**src/rtl/bp_nonsynth_commit_driver.sv**
```systemverilog
// Scripted commit-stream source (next-PC + retire pulse) with periodic jumps, injected stalls, hold and freeze.
// All outputs registered; first retire lands two edges after freeze drops; hold_i only gates retirement in RUN.
module bp_nonsynth_commit_driver #(
    parameter int                         vaddr_width_p  = 39,
    parameter logic [vaddr_width_p-1:0]   boot_pc_p      = vaddr_width_p'(39'h0080000000),
    parameter int                         num_instr_p    = 1024,
    parameter int                         jump_period_p  = 16,
    parameter int                         jump_offset_p  = -64,
    parameter int                         stall_period_p = 100,
    parameter int                         stall_len_p    = 8
) (
    input  logic                                                       clk_i,
    input  logic                                                       reset_n_i,
    input  logic                                                       freeze_i,
    input  logic                                                       hold_i,
    output logic [vaddr_width_p-1:0]                                   npc_o,
    output logic                                                       instret_o,
    output logic [((num_instr_p < 1) ? 1 : $clog2(num_instr_p+1))-1:0] instr_cnt_o,
    output logic                                                       done_o
);

    localparam int cnt_w_lp   = (num_instr_p < 1) ? 1 : $clog2(num_instr_p + 1);
    localparam int stall_w_lp = (stall_len_p <= 1) ? 1 : $clog2(stall_len_p);
    localparam int sper_w_lp  = (stall_period_p <= 1) ? 1 : $clog2(stall_period_p);
    localparam int jper_w_lp  = (jump_period_p <= 1) ? 1 : $clog2(jump_period_p);

    localparam logic [cnt_w_lp-1:0]      cnt_one_lp    = cnt_w_lp'(1);
    localparam logic [cnt_w_lp-1:0]      num_lp        = cnt_w_lp'(num_instr_p);
    localparam logic [stall_w_lp-1:0]    stall_one_lp  = stall_w_lp'(1);
    localparam logic [stall_w_lp-1:0]    stall_last_lp = stall_w_lp'((stall_len_p > 0) ? stall_len_p - 1 : 0);
    localparam logic [sper_w_lp-1:0]     sper_one_lp   = sper_w_lp'(1);
    localparam logic [sper_w_lp-1:0]     sper_last_lp  = sper_w_lp'((stall_period_p > 0) ? stall_period_p - 1 : 0);
    localparam logic [jper_w_lp-1:0]     jper_one_lp   = jper_w_lp'(1);
    localparam logic [jper_w_lp-1:0]     jper_last_lp  = jper_w_lp'((jump_period_p > 0) ? jump_period_p - 1 : 0);
    localparam logic [vaddr_width_p-1:0] pc_step_lp    = vaddr_width_p'(4);
    // Size cast of a signed int sign-extends, so negative offsets wrap modulo 2^vaddr_width_p.
    localparam logic [vaddr_width_p-1:0] jump_off_lp   = vaddr_width_p'(jump_offset_p);

    if (num_instr_p < 1) begin : g_bad_num_instr
        $fatal(1, "bp_nonsynth_commit_driver: num_instr_p must be >= 1");
    end
    if (stall_len_p < 1) begin : g_bad_stall_len
        $fatal(1, "bp_nonsynth_commit_driver: stall_len_p must be >= 1");
    end

    typedef enum logic [1:0] {
        S_FROZEN = 2'd0,
        S_RUN    = 2'd1,
        S_STALL  = 2'd2,
        S_DONE   = 2'd3
    } state_t;

    state_t                    r_state,     w_state_n;
    logic [vaddr_width_p-1:0]  r_npc,       w_npc_n;
    logic                      r_instret,   w_instret_n;
    logic [cnt_w_lp-1:0]       r_cnt,       w_cnt_n;
    logic                      r_done,      w_done_n;
    logic [stall_w_lp-1:0]     r_stall_cnt, w_stall_cnt_n;
    logic [sper_w_lp-1:0]      r_sper_cnt,  w_sper_cnt_n;
    logic [jper_w_lp-1:0]      r_jper_cnt,  w_jper_cnt_n;
    logic [cnt_w_lp-1:0]       w_cnt_inc;
    logic                      w_jump_hit;
    logic                      w_stall_hit;

    always_ff @(posedge clk_i or negedge reset_n_i) begin
        if (!reset_n_i) begin
            r_state     <= S_FROZEN;
            r_npc       <= boot_pc_p;
            r_instret   <= 1'b0;
            r_cnt       <= '0;
            r_done      <= 1'b0;
            r_stall_cnt <= '0;
            r_sper_cnt  <= '0;
            r_jper_cnt  <= '0;
        end else begin
            r_state     <= w_state_n;
            r_npc       <= w_npc_n;
            r_instret   <= w_instret_n;
            r_cnt       <= w_cnt_n;
            r_done      <= w_done_n;
            r_stall_cnt <= w_stall_cnt_n;
            r_sper_cnt  <= w_sper_cnt_n;
            r_jper_cnt  <= w_jper_cnt_n;
        end
    end

    // Jump/stall cadence counters track retirements modulo their period since the last freeze.
    always_comb begin
        w_state_n     = r_state;
        w_npc_n       = r_npc;
        w_instret_n   = 1'b0;
        w_cnt_n       = r_cnt;
        w_done_n      = r_done;
        w_stall_cnt_n = r_stall_cnt;
        w_sper_cnt_n  = r_sper_cnt;
        w_jper_cnt_n  = r_jper_cnt;
        w_cnt_inc     = r_cnt + cnt_one_lp;
        w_jump_hit    = (jump_period_p != 0) && (r_jper_cnt == jper_last_lp);
        w_stall_hit   = (stall_period_p != 0) && (r_sper_cnt == sper_last_lp);

        if (freeze_i) begin
            w_state_n     = S_FROZEN;
            w_npc_n       = boot_pc_p;
            w_cnt_n       = '0;
            w_done_n      = 1'b0;
            w_stall_cnt_n = '0;
            w_sper_cnt_n  = '0;
            w_jper_cnt_n  = '0;
        end else begin
            unique case (r_state)
                S_FROZEN: w_state_n = S_RUN;
                S_DONE:   w_done_n  = 1'b1;
                S_STALL: begin
                    if (r_stall_cnt == stall_last_lp) begin
                        w_state_n     = S_RUN;
                        w_stall_cnt_n = '0;
                    end else begin
                        w_stall_cnt_n = r_stall_cnt + stall_one_lp;
                    end
                end
                S_RUN: begin
                    if (!hold_i) begin
                        w_instret_n  = 1'b1;
                        w_cnt_n      = w_cnt_inc;
                        w_npc_n      = w_jump_hit ? (r_npc + jump_off_lp) : (r_npc + pc_step_lp);
                        w_jper_cnt_n = w_jump_hit ? '0 : (r_jper_cnt + jper_one_lp);
                        w_sper_cnt_n = w_stall_hit ? '0 : (r_sper_cnt + sper_one_lp);
                        if (w_cnt_inc == num_lp) begin
                            w_state_n = S_DONE;
                        end else if (w_stall_hit) begin
                            w_state_n     = S_STALL;
                            w_stall_cnt_n = '0;
                        end
                    end
                end
                default: w_state_n = S_FROZEN;
            endcase
        end
    end

    assign npc_o       = r_npc;
    assign instret_o   = r_instret;
    assign instr_cnt_o = r_cnt;
    assign done_o      = r_done;

    a_no_x: assert property (@(negedge clk_i) (reset_n_i === 1'b1) |-> !$isunknown({npc_o, instret_o}))
        else $error("bp_nonsynth_commit_driver: X on npc_o/instret_o");

    a_cnt_bound: assert property (@(negedge clk_i) (reset_n_i === 1'b1) |-> (instr_cnt_o <= num_lp))
        else $error("bp_nonsynth_commit_driver: instr_cnt_o exceeds num_instr_p");

endmodule

```
**config.mk**
```make
export PLATFORM = sky130hd
export DESIGN_NAME = bp_nonsynth_commit_driver
export DESIGN_NICKNAME = d
export VERILOG_FILES = /design/src/rtl/bp_nonsynth_commit_driver.sv
export SDC_FILE = /design/constraint.sdc
export NUM_CORES = 1
export LEC_CHECK = 0
export ABC_AREA = 1
export CELL_PAD_IN_SITES_DETAIL_PLACEMENT = 0
export CELL_PAD_IN_SITES_GLOBAL_PLACEMENT = 1
export CORE_MARGIN = 3
export CORE_UTILIZATION = 30
export CTS_BUF_LIST = sky130_fd_sc_hd__clkbuf_8
export DETAILED_ROUTE_END_ITERATION = 6
export PLACE_DENSITY = 0.63
export SLEW_MARGIN = 20
export SYNTH_ARGS = -nofsm -noshare
export SYNTH_HDL_FRONTEND = slang
export SYNTH_SLANG_ARGS = --single-unit
```
**constraint.sdc**
```tcl
create_clock -name clk_i -period 1.85 [get_ports clk_i]
set_input_delay 0.2775 -clock clk_i [delete_from_list [all_inputs] [get_ports clk_i]]
set_output_delay 0.2775 -clock clk_i [all_outputs]
set_load 0.02 [all_outputs]
```
# [Word-level counts from Yosys, hierarchy flattened]
# Index checks and enable logic that the tools add are counted.
[word_totals] ff_bits=68 output_inout_bits=52 word_cells=67
[op_classes] addsub=6 eq_ne=13 n_mux=32 reduce_logical=8
[op_table] op="39-bit 2-to-1 mux" n=4
[op_table] op="39-bit by 3-bit adder with 39-bit output (second input constant)" n=1
[op_table] op="39-bit adder (second input constant)" n=1
[op_table] op="11-bit 2-to-1 mux" n=3
[op_table] op="7-bit 2-to-1 mux" n=4
[op_table] op="4-bit 2-to-1 mux" n=4
[op_table] op="3-bit 2-to-1 mux" n=5
[op_table] op="3-bit inequality test (second input constant)" n=4
[op_table] op="11-bit by 1-bit adder with 11-bit output (second input constant)" n=1
[op_table] op="11-bit == test (second input constant)" n=1
[op_table] op="2-bit 2-to-1 mux" n=5
[op_table] op="4-bit AND reduction" n=2
[op_table] op="7-bit by 1-bit adder with 7-bit output (second input constant)" n=1
[op_table] op="7-bit == test (second input constant)" n=1
[op_table] op="2-bit one-hot mux with 3 select lines" n=1
[op_table] op="3-bit one-hot mux with 2 select lines" n=1
[op_table] op="1-bit 2-to-1 mux" n=5
[op_table] op="4-bit by 1-bit adder with 4-bit output (second input constant)" n=1
[op_table] op="2-bit == test (second input constant)" n=2
[op_table] op="4-bit == test (second input constant)" n=1
[op_table] op="4-bit inequality test (second input constant)" n=1
[op_table] op="2-bit nonzero test" n=2
[op_table] op="4-bit nonzero test" n=1
[op_table] op="3-bit by 1-bit adder with 3-bit output (second input constant)" n=1
[op_table] op="other kinds (6)" n=6

# [Logic depth before layout (Yosys ltp)]
[logic_depth] ltp_word=6 ltp_mapped=14

# [Worst setup path after synthesis]
# OpenSTA, ideal clock, no wires.
[synth_timing] path_kind="register to register" start="reg r_npc[6], in the netlist npc_o[6]" end="reg r_npc[28], in the netlist npc_o[28]" setup_ns=0.117 t_arrival_ns=1.650 setup_slack_ns=0.082 stages_incl_launch_ff=14 cell_sequence="dfrtp_1 -> inv_2 -> ha_1 -> nand2_1 -> inv_1 -> nand2_1 -> nor2_1 -> nand2_1 -> nand2_1 -> nand2_1 -> nor2_1 -> nand2_1 -> nand2_1 -> nor2_1"
[synth_between] elab_chain_cells=5 word_cells_on_any_way=6
[synth_lines] item="from (decl)" line_no="54" rtl="logic [vaddr_width_p-1:0] r_npc, w_npc_n;"
[synth_lines] item="from (signal assigned)" line_no="68" rtl="r_npc <= boot_pc_p;"
[synth_lines] item="from (signal assigned)" line_no="77" rtl="r_npc <= w_npc_n;"
[synth_lines] item="39-bit by 3-bit adder with 39-bit output or 39-bit adder (tied branches)" line_no="125" rtl="w_npc_n = w_jump_hit ? (r_npc + jump_off_lp) : (r_npc + pc_step_lp);"
[synth_lines] item="39-bit 2-to-1 mux *" line_no="125"
[synth_lines] item="39-bit 2-to-1 mux *" line_no="122" rtl="if (!hold_i) begin"
[synth_lines] item="39-bit 2-to-1 mux *" line_no="110" rtl="unique case (r_state)"
[synth_lines] item="39-bit 2-to-1 mux *" line_no="101" rtl="if (freeze_i) begin"
# Every way passes the cells marked *; elsewhere a longest branch is shown, timed or not. The select of a mux whose other input is x is not followed.
# A chain may end at the register's enable or synchronous reset.

# [Worst setup path in the final report]
[layout_timing] start="reg r_npc[24], in the netlist npc_o[24]" end="out npc_o[24]"
[layout_rtl] item="to (decl)" line_no="16" rtl="output logic [vaddr_width_p-1:0] npc_o,"
# No word-level cell between the ends.

==> flow_summary.yaml <==
final_layout:
  area.growth.synth_to_final_pct: 36.6
  fin_cells: 1068
  nets: 864
  final_util_pct: 42.4
  drive_gt1_share_pct: 20.0
  nFillCells: 1668
  antennaDiodeCount: 0
timing:
  final-hold-violation-count: 0
  post-route-min-period_ns: 1.80
  setup_ws_ns: 0.0496
  finalSetupTns_ns: 0
  rsz0062_at_grt: "yes"
  min_period_over_period_pct: 97.3
  finClkSkew_ns: 0.0135
  report.final.slew_viol_count: 0
  max_freq_mhz: 555
  setup_viol: 0
  hold_ws_ns: 0.457
global_route:
  grt_pass1_vias: 4948
  grt_pass1_wl_mm: 26.1
  grt_start_max_net_pins: 47
  grt_overflow: 0
  antenna_found_initial: 0
  grt_use_total_pct: 18.4
synthesis:
  synth_cells: 729
  ys.flop_type: "dfrtp_1"
  synthArstFlopShare_pct: 100
  synth_area_um2: 4770
  ys_seq_elements: 66
  yosysWarnings: 0
  synth_top_cell_by_area: "dfrtp_1"
  yosysMostFrequentCell: "nand2_1"
  synth_area_per_cell_um2: 6.54
  synth_enable_flop_cells: 0
  synth_commonest_cells: "217 x nand2_1, 120 x nor2_1, 65 x dfrtp_1"
  ys_seq_area_share_pct: 34.7
  synth_top_cell_area_share_pct: 34.1
  synth.distinct_cells: 40
  synthTopCellsByArea: "dfrtp_1 34%, nand2_1 17%, nor2_1 9.4%"
setup_path:
  arrival_ns: 1.52
  critPathMaxStageDelay_ns: 0.66
  crit_chain: "clkdlybuf4s50_1"
  start_kind: "flip-flop"
  crit_buf_inv: 1
  crit_type: "reg2out"
  crit_family: "buffers and inverters"
  crit_path_top_delay_cell: "clkdlybuf4s50_1"
  cp-end-kind: "primary output"
  worstPathMaxFanout: 7
  crit_required_ns: 1.57
cts:
  clock_sinks: 66
  cts_tree: "yes"
  insertion_delay_ns: 0.37
  cts-root-buf: "clkbuf_8"
  cts_buffers: 9
  cts_max_level: 3
  cts_max_path_buffers: 2
  clkSlewWorstSetupHoldPaths_ns: 0.09
power_and_ir_drop:
  p_clk_share_pct: 34.7
  p_sw_w: 0.00125
  leakagePower_nw: 3.18
  peakVddDrop_mv: 0.393
  power.switching_fraction_pct: 32.6
  p_seq_share_pct: 42.2
  p_int_w: 0.00257
  combPwrFrac_pct: 23.1
  power.density_nw_per_um2: 586
route:
  wl_per_cell_um: 15.1
  drtIter0Drc: 301
  drc_errors: 0
  ant_nets: 0
  vias: 5092
  vias_per_cell: 4.77
  wirelength_mm: 16.1
  dr.pass1.iters: 5
worst_hold_path:
  min_path_type: "in2async"
floorplan:
  die_height_um: 132
  row_count: 45
  start_util_pct: 31.0
  ioPinCount: 56
  die_x_um: 132
  core_area_um2: 15400
  dieArea_um2: 17400
run:
  max_cap_viol_count: 0
placed_design:
  gp_congestion: 0.838
  pre_cts_slack_ns: 0.00282
  hpwl_mm: 12.1
  numPortBuffers: 53
  dp_cells: 1039
outcome:
  status: "finished, final reports clean"
metrics by stage:
stage | power, W | instance area (µm²)
6_report | 0.00382 | 6510
2_1_floorplan | 0.00208 | 4770
3_5_place_dp | 0.00249 | 6030
3_3_place_gp | 0.00247 | 6030
5_1_grt | 0.00404 | 6510
4_1_cts | 0.00383 | 6250
final timing paths:
kind                                start        endpoint  slack (ns)  cells past startpoint
worst max-delay path            npc_o[24]       npc_o[24]        0.05                      1
worst min register to register     done_o          done_o        0.49                      2
min in group clk_i                 done_o          done_o        0.49                      2
worst max register to register   npc_o[7]       npc_o[16]        0.08                     10
worst min-delay path            reset_n_i  instr_cnt_o[8]        0.46                      3
max in group asynchronous       reset_n_i       npc_o[31]        1.10                      3
worst reg2reg max path: cells and delay by family (launching register included):
| kind | cells | cell delay (ns) |
|---|---|---|
| compound gates | 2 | 0.31 |
| xor+xnor | 1 | 0.17 |
| fa+ha+maj | 1 | 0.18 |
| buf+inv | 3 | 0.27 |
| flops | 1 | 0.42 |
| simple gates | 3 | 0.31 |
kinds of logic after synthesis:
| logic type | Yosys count | synth area share [%] |
|---|---|---|
| AND/OR/NAND/NOR | 444 | 40.2 |
| flip-flops | 66 | 34.7 |
| XOR/XNOR | 18 | 3.31 |
| buffers and inverters | 94 | 8.21 |
| AO/OA/AOI/OAI | 98 | 11.4 |
| other | 1 | 0.0787 |
| adder cells (fa/ha/maj) | 8 | 2.10 |
cell usage in the layout, fill, tap and decap left out, types with 12 or more instances in the layout:
cell type,instances
dfrtp_1,54
clkdlybuf4s50_1,36
nor2_1,107
nand2_2,15
inv_1,62
nand2_1,208
nor2_2,12
nand4_1,15
nand3_1,46
a21oi_1,31
buf_4,76
xor2_1,18
o21ai_0,39
nor3_1,17
flip-flops by register name, indices dropped and copies added, names as in the netlist:
signal       flops
instr_cnt_o     11
r_state          2
instret_o        1
r_jper_cnt       4
r_sper_cnt       7
npc_o           37
r_stall_cnt      3
done_o           1
per-layer routing:
layer	share of wire, %	vias to the layer above	GRT usage, %	routed length [µm]
met5	0	-	0	0
met4	1.3	0	5.31	209
met3	3.0	12	2.60	481
met2	46	81	29.1	7430
met1	50	2395	26.2	7980
li1	-	2604	-	-
repair_timing:
action	4_1_cts	5_1_grt
resized for setup	15	59
endpoints found under the hold margin	65	0
pin swaps	1	18
hold buffers	1	0
buffers inserted	1	12
setup endpoints to repair	16	39
power groups by stage:
stage	combinational [W]	sequential, W	clock [W]
2_1_floorplan	0.000410	0.00167	0
3_3_place_gp	0.000843	0.00163	0
3_5_place_dp	0.000853	0.00163	0
4_1_cts	0.000864	0.00160	0.00137
5_1_grt	0.000988	0.00163	0.00143
6_report	0.000882	0.00161	0.00132
layout make-up:
type                    count  area, µm²  area share [%]
flip-flops and latches     66       1670            25.6
well taps                 211        264            4.05
clock inverters             5       53.8           0.826
repair buffers            137       1240            19.1
inverters                  68        258            3.96
multi-input cells         570       2880            44.2
clock buffers              11        151            2.32
No activity file was read; power rests on OpenSTA's default activity.
